==> config.mk <==
export PLATFORM = sky130hd
export DESIGN_NAME = trap_ctrl_nirq
export DESIGN_NICKNAME = d
export VERILOG_FILES = /design/src/rtl/trap_ctrl_nirq.sv
export SDC_FILE = /design/constraint.sdc
export NUM_CORES = 1
export LEC_CHECK = 0
export CORE_AREA = 10 10 187 189
export CTS_BUF_LIST = sky130_fd_sc_hd__clkbuf_4 sky130_fd_sc_hd__clkbuf_8
export DETAILED_ROUTE_END_ITERATION = 6
export DIE_AREA = 0 0 197 199
export GPL_TIMING_DRIVEN = 0
export HOLD_SLACK_MARGIN = 0.1
export PLACE_DENSITY = 0.89
export RECOVER_POWER = 100
export SLEW_MARGIN = 10
export SYNTH_ARGS = -nofsm -noshare
export SYNTH_HDL_FRONTEND = slang
export SYNTH_SLANG_ARGS = --single-unit
==> constraint.sdc <==
create_clock -name clk -period 5.9 [get_ports clk]
set_input_delay 1.18 -clock clk [delete_from_list [all_inputs] [get_ports clk]]
set_output_delay 1.18 -clock clk [all_outputs]
set_load 0.01 [all_outputs]
==> src/rtl/trap_ctrl_nirq.sv <==
// trap_ctrl_nirq: machine-mode trap controller with exceptions, synchronised
// level/edge interrupts, vectored mtvec, and the trap CSRs
// mtvec/mepc/mcause/mie/mip.
module trap_ctrl_nirq #(
   parameter int                N           = 64,
   parameter int                NUM_EXC     = 16,
   parameter int                NUM_IRQ     = 16,
   parameter int                SYNC_STAGES = 2,
   parameter logic [NUM_IRQ-1:0] IRQ_EDGE   = '0
) (
   input  logic               clk,
   input  logic               reset,
   input  logic [NUM_EXC-1:0] exceptSignal,
   input  logic [NUM_IRQ-1:0] irqIn,
   input  logic               MIE,
   input  logic [N-1:0]       PC_F,
   input  logic               trapReturn,
   input  logic               CSR_WriteEnable,
   input  logic [11:0]        CSR_addr,
   input  logic [N-1:0]       CSR_In,
   output logic               trapTrigger,
   output logic               trapIsIrq,
   output logic [N-1:0]       trapTarget,
   output logic [N-1:0]       CSR_readData,
   output logic [N-1:0]       mtvec,
   output logic [N-1:0]       mepc,
   output logic [N-1:0]       mcause
);

   localparam logic [11:0] ADDR_MIE    = 12'h304;
   localparam logic [11:0] ADDR_MTVEC  = 12'h305;
   localparam logic [11:0] ADDR_MEPC   = 12'h341;
   localparam logic [11:0] ADDR_MCAUSE = 12'h342;
   localparam logic [11:0] ADDR_MIP    = 12'h344;

   // ---------------------------------------------------------------------
   // State
   // ---------------------------------------------------------------------
   logic [NUM_IRQ-1:0] sync_q [SYNC_STAGES];
   logic [NUM_IRQ-1:0] irq_s;
   logic [NUM_IRQ-1:0] irq_prev;
   logic [NUM_IRQ-1:0] pend;
   logic [NUM_IRQ-1:0] mie_q;
   logic [N-1:0]       mtvec_q;
   logic [N-1:0]       mepc_q;
   logic [N-1:0]       mcause_q;
   logic               holdoff;

   // ---------------------------------------------------------------------
   // Combinational nets
   // ---------------------------------------------------------------------
   logic               wr_mtvec;
   logic               wr_mepc;
   logic               wr_mcause;
   logic               wr_mie;
   logic               wr_mip;
   logic [NUM_IRQ-1:0] irq_rise;
   logic [NUM_IRQ-1:0] pend_clr;
   logic [NUM_IRQ-1:0] mip_v;
   logic [NUM_IRQ-1:0] irq_pending;
   logic [N-1:0]       exc_cause;
   logic [N-1:0]       irq_cause;
   logic [N-1:0]       cause;
   logic               exc_any;
   logic               irq_take;
   logic               trap_trig;
   logic               trap_irq;
   logic [1:0]         mtvec_mode_next;
   logic [N-1:0]       base_addr;
   logic [N-1:0]       vec_addr;
   logic [N-1:0]       target_raw;
   logic [N-1:0]       read_raw;
   logic [N-1:0]       mcause_next;

   // CSR write decode; unknown addresses decode to nothing
   assign wr_mtvec  = CSR_WriteEnable && (CSR_addr == ADDR_MTVEC);
   assign wr_mepc   = CSR_WriteEnable && (CSR_addr == ADDR_MEPC);
   assign wr_mcause = CSR_WriteEnable && (CSR_addr == ADDR_MCAUSE);
   assign wr_mie    = CSR_WriteEnable && (CSR_addr == ADDR_MIE);
   assign wr_mip    = CSR_WriteEnable && (CSR_addr == ADDR_MIP);

   // Bring each asynchronous interrupt line into the clk domain
   always_ff @(posedge clk or negedge reset) begin
      if (!reset) begin
         for (int k = 0; k < SYNC_STAGES; k++) begin
            sync_q[k] <= '0;
         end
      end else begin
         sync_q[0] <= irqIn;
         for (int k = 1; k < SYNC_STAGES; k++) begin
            sync_q[k] <= sync_q[k-1];
         end
      end
   end

   assign irq_s = sync_q[SYNC_STAGES-1];

   // Edge lines latch a rising edge of the synchronised level; software
   // clears by writing 0 to the mip bit, and a coincident new edge wins.
   assign irq_rise = irq_s & ~irq_prev & IRQ_EDGE;
   assign pend_clr = wr_mip ? (~CSR_In[NUM_IRQ-1:0] & IRQ_EDGE) : '0;

   // Track previous synchronised level and the edge-pending latches
   always_ff @(posedge clk or negedge reset) begin
      if (!reset) begin
         irq_prev <= '0;
         pend     <= '0;
      end else begin
         irq_prev <= irq_s;
         pend     <= (pend & ~pend_clr) | irq_rise;
      end
   end

   // Level lines show the synchronised input directly, edge lines the latch
   assign mip_v       = (pend & IRQ_EDGE) | (irq_s & ~IRQ_EDGE);
   assign irq_pending = mie_q & mip_v;

   // Lowest-numbered exception is the cause
   always_comb begin
      exc_cause = '0;
      for (int i = NUM_EXC - 1; i >= 0; i--) begin
         if (exceptSignal[i]) exc_cause = N'(i);
      end
   end

   // Highest-numbered enabled pending interrupt is the cause
   always_comb begin
      irq_cause = '0;
      for (int i = 0; i < NUM_IRQ; i++) begin
         if (irq_pending[i]) irq_cause = N'(i);
      end
   end

   // Exceptions bypass the global enable and the post-trap holdoff
   assign exc_any   = |exceptSignal;
   assign irq_take  = !exc_any && MIE && !holdoff && (|irq_pending);
   assign trap_trig = exc_any || irq_take;
   assign trap_irq  = irq_take;
   assign cause     = exc_any ? exc_cause : irq_cause;

   assign base_addr = {mtvec_q[N-1:2], 2'b00};
   assign vec_addr  = base_addr + (cause << 2);

   // Redirect target: trap entry (vectored only for interrupts), else mret
   always_comb begin
      target_raw = '0;
      if (trap_trig) begin
         if ((mtvec_q[1:0] == 2'b01) && trap_irq) target_raw = vec_addr;
         else                                     target_raw = base_addr;
      end else if (trapReturn) begin
         target_raw = mepc_q;
      end
   end

   // Unsupported MODE encodings leave the current mode in place
   assign mtvec_mode_next = (CSR_In[1:0] <= 2'b01) ? CSR_In[1:0] : mtvec_q[1:0];
   assign mcause_next     = {trap_irq, {(N-1){1'b0}}} | cause;

   // mtvec and mie follow software writes even in a trap cycle
   always_ff @(posedge clk or negedge reset) begin
      if (!reset) begin
         mtvec_q <= '0;
         mie_q   <= '0;
      end else begin
         if (wr_mtvec) mtvec_q <= {CSR_In[N-1:2], mtvec_mode_next};
         if (wr_mie)   mie_q   <= CSR_In[NUM_IRQ-1:0];
      end
   end

   // mepc/mcause capture trap state, overriding a coincident software write
   always_ff @(posedge clk or negedge reset) begin
      if (!reset) begin
         mepc_q   <= '0;
         mcause_q <= '0;
      end else if (trap_trig) begin
         mepc_q   <= {PC_F[N-1:2], 2'b00};
         mcause_q <= mcause_next;
      end else begin
         if (wr_mepc)   mepc_q   <= {CSR_In[N-1:2], 2'b00};
         if (wr_mcause) mcause_q <= CSR_In;
      end
   end

   // One-cycle interrupt blackout after any trap while the pipeline flushes
   always_ff @(posedge clk or negedge reset) begin
      if (!reset) holdoff <= 1'b0;
      else        holdoff <= trap_trig;
   end

   // CSR read mux; narrow CSRs are zero-extended
   always_comb begin
      read_raw = '0;
      case (CSR_addr)
         ADDR_MTVEC:  read_raw = mtvec_q;
         ADDR_MEPC:   read_raw = mepc_q;
         ADDR_MCAUSE: read_raw = mcause_q;
         ADDR_MIE:    read_raw = N'(mie_q);
         ADDR_MIP:    read_raw = N'(mip_v);
         default:     read_raw = '0;
      endcase
   end

   // Combinational outputs are forced low while reset is held so the
   // datapath never sees a redirect from a core that is being reset.
   assign trapTrigger  = reset && trap_trig;
   assign trapIsIrq    = reset && trap_trig && trap_irq;
   assign trapTarget   = reset ? target_raw : '0;
   assign CSR_readData = reset ? read_raw : '0;
   assign mtvec        = mtvec_q;
   assign mepc         = mepc_q;
   assign mcause       = mcause_q;

endmodule

==> results.sh <==
export IMPL_final_setup_tns_ns=0
export IMPL_worstSetupPathType="in -> out"
export IMPL_timing_critical_path_fanout_max=6
export IMPL_worst_path_max_delay_cell="sky130_fd_sc_hd__or4_4"
export IMPL_number_of_remaining_drc_errors=21
export IMPL_hold_path_endpoint="irq_s[14]$_DFF_PN0_"
export IMPL_final_hold_violation_count=0
export IMPL_yosys_register_bits=239
export IMPL_floorplan_die_width_um=197
export IMPL_worst_slack_setup_final_ns=0.00920
export IMPL_cp_data_arrival_time_ns=4.71
export IMPL_synth_top_cells_by_area="sky130_fd_sc_hd__dfrtp_1 45%, sky130_fd_sc_hd__mux2_2 7.6%, sky130_fd_sc_hd__nand2_1 6.9%, sky130_fd_sc_hd__a222oi_1 5.0%, sky130_fd_sc_hd__mux2i_1 5.0%"
export IMPL_ff2ff_path_depth=9
export IMPL_detailed_place_area_mm2=0.0188
export IMPL_timing_reg2reg_setup_slack_ns=2.22
export IMPL_layout_worst_path_cycle_share_pct=99.8
export IMPL_worst_ep_required_time_ns=4.72
export IMPL_max_clock_path_buffers=3
export IMPL_yosys_warnings=0
export IMPL_vias_in_the_first_global_route=15100
export IMPL_grt_start_max_net_pins=117
export IMPL_design_die_area_mm2=0.0392
export IMPL_final_cell_area_mm2=0.0203
export IMPL_place_detailed_hpwl_mm=49.5
export IMPL_setup_worst_path_end_class="output port"
export IMPL_cap_viol_max_count=1
export IMPL_netlist_area_mm2=0.0133
export IMPL_synth_most_common_cell="sky130_fd_sc_hd__nand2_1"
export IMPL_drive_gt1_share_pct=16.0
export IMPL_yosys_area_top_type="sky130_fd_sc_hd__dfrtp_1"
export IMPL_min_path_cells=0
export IMPL_placementRows=65
export IMPL_static_leakage_power_nw=9.53
export IMPL_cts_sink_count=239
export IMPL_place_congestion=0.975
export IMPL_placeableCoreArea_mm2=0.0312
export IMPL_clockRootBuffer="sky130_fd_sc_hd__clkbuf_8"
export IMPL_portBuffers=491
export IMPL_timing_rr_start="mie_q[12]$_DFFE_PN0P_"
export IMPL_worst_hold_startpoint="sync_q[30]$_DFF_PN0_"
export IMPL_max_slew_margin_pct=-96.1
export IMPL_via_per_inst=6.19
export IMPL_failed_checks="design-rule violations, max-capacitance violations, max-slew violations"
export IMPL_setup_violations_final=0
export IMPL_globalRouteTotalUtil_pct=32.5
export IMPL_post_drt_wl_per_cell_um=28.2
export IMPL_multi_input_area_mm2=0.00718
export IMPL_clkSlewWorstSetupHoldPaths_ns=0.06
export IMPL_synth_cells_most_frequent="243 x sky130_fd_sc_hd__nand2_1, 239 x sky130_fd_sc_hd__dfrtp_1, 90 x sky130_fd_sc_hd__a21oi_1, 90 x sky130_fd_sc_hd__mux2_2, 78 x sky130_fd_sc_hd__clkbuf_1"
export IMPL_critPathLaunchType="primary input"
export IMPL_vias=14700
export IMPL_num_io_pins=499
export IMPL_cts_inserted_buffers=41
export IMPL_synth_flop_cell="sky130_fd_sc_hd__dfrtp_1"
export IMPL_max_clock_freq_mhz=170
export IMPL_r2r_end="mepc[51]$_DFFE_PN0P_"
export IMPL_cts_hold_buffers_added=0
export IMPL_rsz0062_at_grt="yes"
export IMPL_worst_path_most_repeated_cell="sky130_fd_sc_hd__buf_6"
export IMPL_critical_path_cell_chain="dlygate4sd2_1, nor4_2, and4_1, buf_6, and3_4, a21oi_1, ha_1, buf_4, a31oi_4, buf_6, or4_4, nor3_4, xor2_1, a22o_1, clkdlybuf4s15_2"
export IMPL_global_route_wire_length_before_repair_mm=97.9
export IMPL_synth_enable_flop_cells=0
export IMPL_cts_htree_levels=2
export IMPL_global_route_overflow_total=0
export IMPL_netlist_cell_type_count=71
export IMPL_power_density_over_the_cells_mw_per_mm2=185
export IMPL_antenna_found_initial=4
export IMPL_final_antenna_net_count=0
export IMPL_post_synth_cell_area_avg_um2=9.66
export IMPL_nNetsFinal=2121
export IMPL_die_h_um=199
export IMPL_layout_area_seq_mm2=0.00598
export IMPL_wirelength_mm=66.9
export IMPL_status="finished, violations left"
export IMPL_holdCritPathClass="reg -> reg"
export IMPL_yosysSeqAreaShare_pct=45.0
export IMPL_clock_latency_ns=0.56
export IMPL_timing_final_crit_period_ns=5.89
export IMPL_synth_top_area_share_pct=45.0
export IMPL_critical_path_max_stage_delay_ns=0.52
export IMPL_num_fill_cells=2455
export IMPL_drt_iter0_drc=2015
export IMPL_finalClockSkew_ns=0.0183
export IMPL_floorplan_initialDensity_pct=42.5
export IMPL_area_delta_synth_final_pct=53.1
export IMPL_syn_inst=1375
export IMPL_synth_async_reset_ratio_pct=100
export IMPL_cts_tree="built"
export IMPL_maxSlewViolCount=115
export IMPL_max_slew_worst_pin_slew_ns=2.94
export IMPL_drt_pre_antenna_iters=7
export IMPL_vdd_ir_drop_worst_mv=0.165
export IMPL_place_ws_ns=-1.45
power breakdown:
group          switching [mW]  internal [mW]  total (mW)  leakage [nW]
logic                   0.156          0.167       0.324          5.92
clock network           0.741          0.975        1.72         0.489
registers              0.0445           1.68        1.72          3.11
total                   0.942           2.82        3.76          9.53
layout by cell type (no fill, tap or decap), types with 9 or more instances in the layout:
cell                              Yosys  layout
sky130_fd_sc_hd__nand2_1            243     242
sky130_fd_sc_hd__dfrtp_1            239     239
sky130_fd_sc_hd__clkdlybuf4s50_1      0     216
sky130_fd_sc_hd__dlygate4sd3_1        0     204
sky130_fd_sc_hd__mux2_2              90      90
sky130_fd_sc_hd__a21oi_1             90      89
sky130_fd_sc_hd__nor2_1              71      70
sky130_fd_sc_hd__o21ai_0             68      68
sky130_fd_sc_hd__a222oi_1            66      66
sky130_fd_sc_hd__mux2i_1             66      66
sky130_fd_sc_hd__clkbuf_1            78      65
sky130_fd_sc_hd__dlygate4sd2_1        0      50
sky130_fd_sc_hd__clkbuf_8             0      48
sky130_fd_sc_hd__xor2_1              45      44
sky130_fd_sc_hd__a22o_1              42      42
sky130_fd_sc_hd__nand3_1             25      25
sky130_fd_sc_hd__nor3_1              36      24
sky130_fd_sc_hd__buf_4                6      23
sky130_fd_sc_hd__nand4_1             19      19
sky130_fd_sc_hd__buf_2               15      18
sky130_fd_sc_hd__inv_1               14      14
sky130_fd_sc_hd__clkbuf_2             3      13
sky130_fd_sc_hd__xnor2_1             13      13
sky130_fd_sc_hd__nor4_2               3      12
sky130_fd_sc_hd__clkbuf_4             0      11
sky130_fd_sc_hd__nor3_2               0      10
sky130_fd_sc_hd__clkinv_2             0      10
sky130_fd_sc_hd__nor4_4               1       9
sky130_fd_sc_hd__buf_6                2       9
sky130_fd_sc_hd__buf_1                9       9
per-layer routing:
metal  global-route usage [%]  wire (µm)  share of wire, %
met1                     38.2      24000                36
met4                     14.9       2970               4.4
met5                        0          8             0.012
met2                     54.4      32400                48
met3                     9.16       7490                11
worst max-delay path by stage:
stage	startpoint	endpoint
2_1_floorplan	exceptSignal[9]	trapTarget[28]
3_3_place_gp	reset	trapTarget[45]
3_5_place_dp	exceptSignal[5]	trapTarget[28]
4_1_cts	CSR_addr[3]	CSR_readData[49]
5_1_grt	exceptSignal[10]	trapTarget[39]
6_report	exceptSignal[10]	trapTarget[39]
logic make-up (layout without fill, tap and decap cells):
family,after synthesis,after routing,share of synthesized area (%)
and+or+nand+nor,461,461,16.2
xor gates and xnor gates,58,58,3.82
DFF,239,239,45.0
other,1,7,0.0282
buffers and inverters,128,719,4.07
muxes,161,161,13.0
adders and majority gates,6,6,0.622
AOI/OAI and AO/OA,321,321,17.2
cell type report:
cell class,count,area share (%)
diodes,3,0.0369
clock inverters,17,0.960
repair buffers,518,25.2
multi-input cells,1011,35.3
inverters,15,0.295
plain buffers,112,2.76
well taps,402,2.47
clock buffers,57,3.55
flip-flops and latches,239,29.4
state kept, by name, indices dropped and copies added (netlist names):
name	cells
mtvec	64
irq_s	16
holdoff	1
sync_q	16
mcause	64
mie_q	16
mepc	62
metrics by stage:
| stage | utilization (%) | cells | hold slack [ns] | power [mW] |
|---|---|---|---|---|
| 2_1_floorplan | - | 1378 | 0.331 | 1.81 |
| 3_3_place_gp | 59.9 | 2271 | 0.333 | 2.07 |
| 3_5_place_dp | 60.2 | 2275 | 0.335 | 2.08 |
| 4_1_cts | 64.4 | 2365 | 0.348 | 3.77 |
| 5_1_grt | 65.1 | 2374 | 0.351 | 3.86 |
| 6_report | 65.1 | 2374 | 0.348 | 3.76 |
worst max-delay path: cells and delay by family:
family | cells | cell delay (ns)
and+or+nand+nor | 5 | 1.56
AOI/OAI and AO/OA | 3 | 0.43
adders and majority gates | 1 | 0.34
xor gates and xnor gates | 1 | 0.21
buffers and inverters | 5 | 1.00
timing repair:
action                                  CTS  global route
setup buffers                            17             5
gates cloned                              0             1
pin swaps                                24             9
endpoints found under the setup margin  122            67
gates resized for setup                 150            58
No activity file was read; power rests on OpenSTA's default activity.
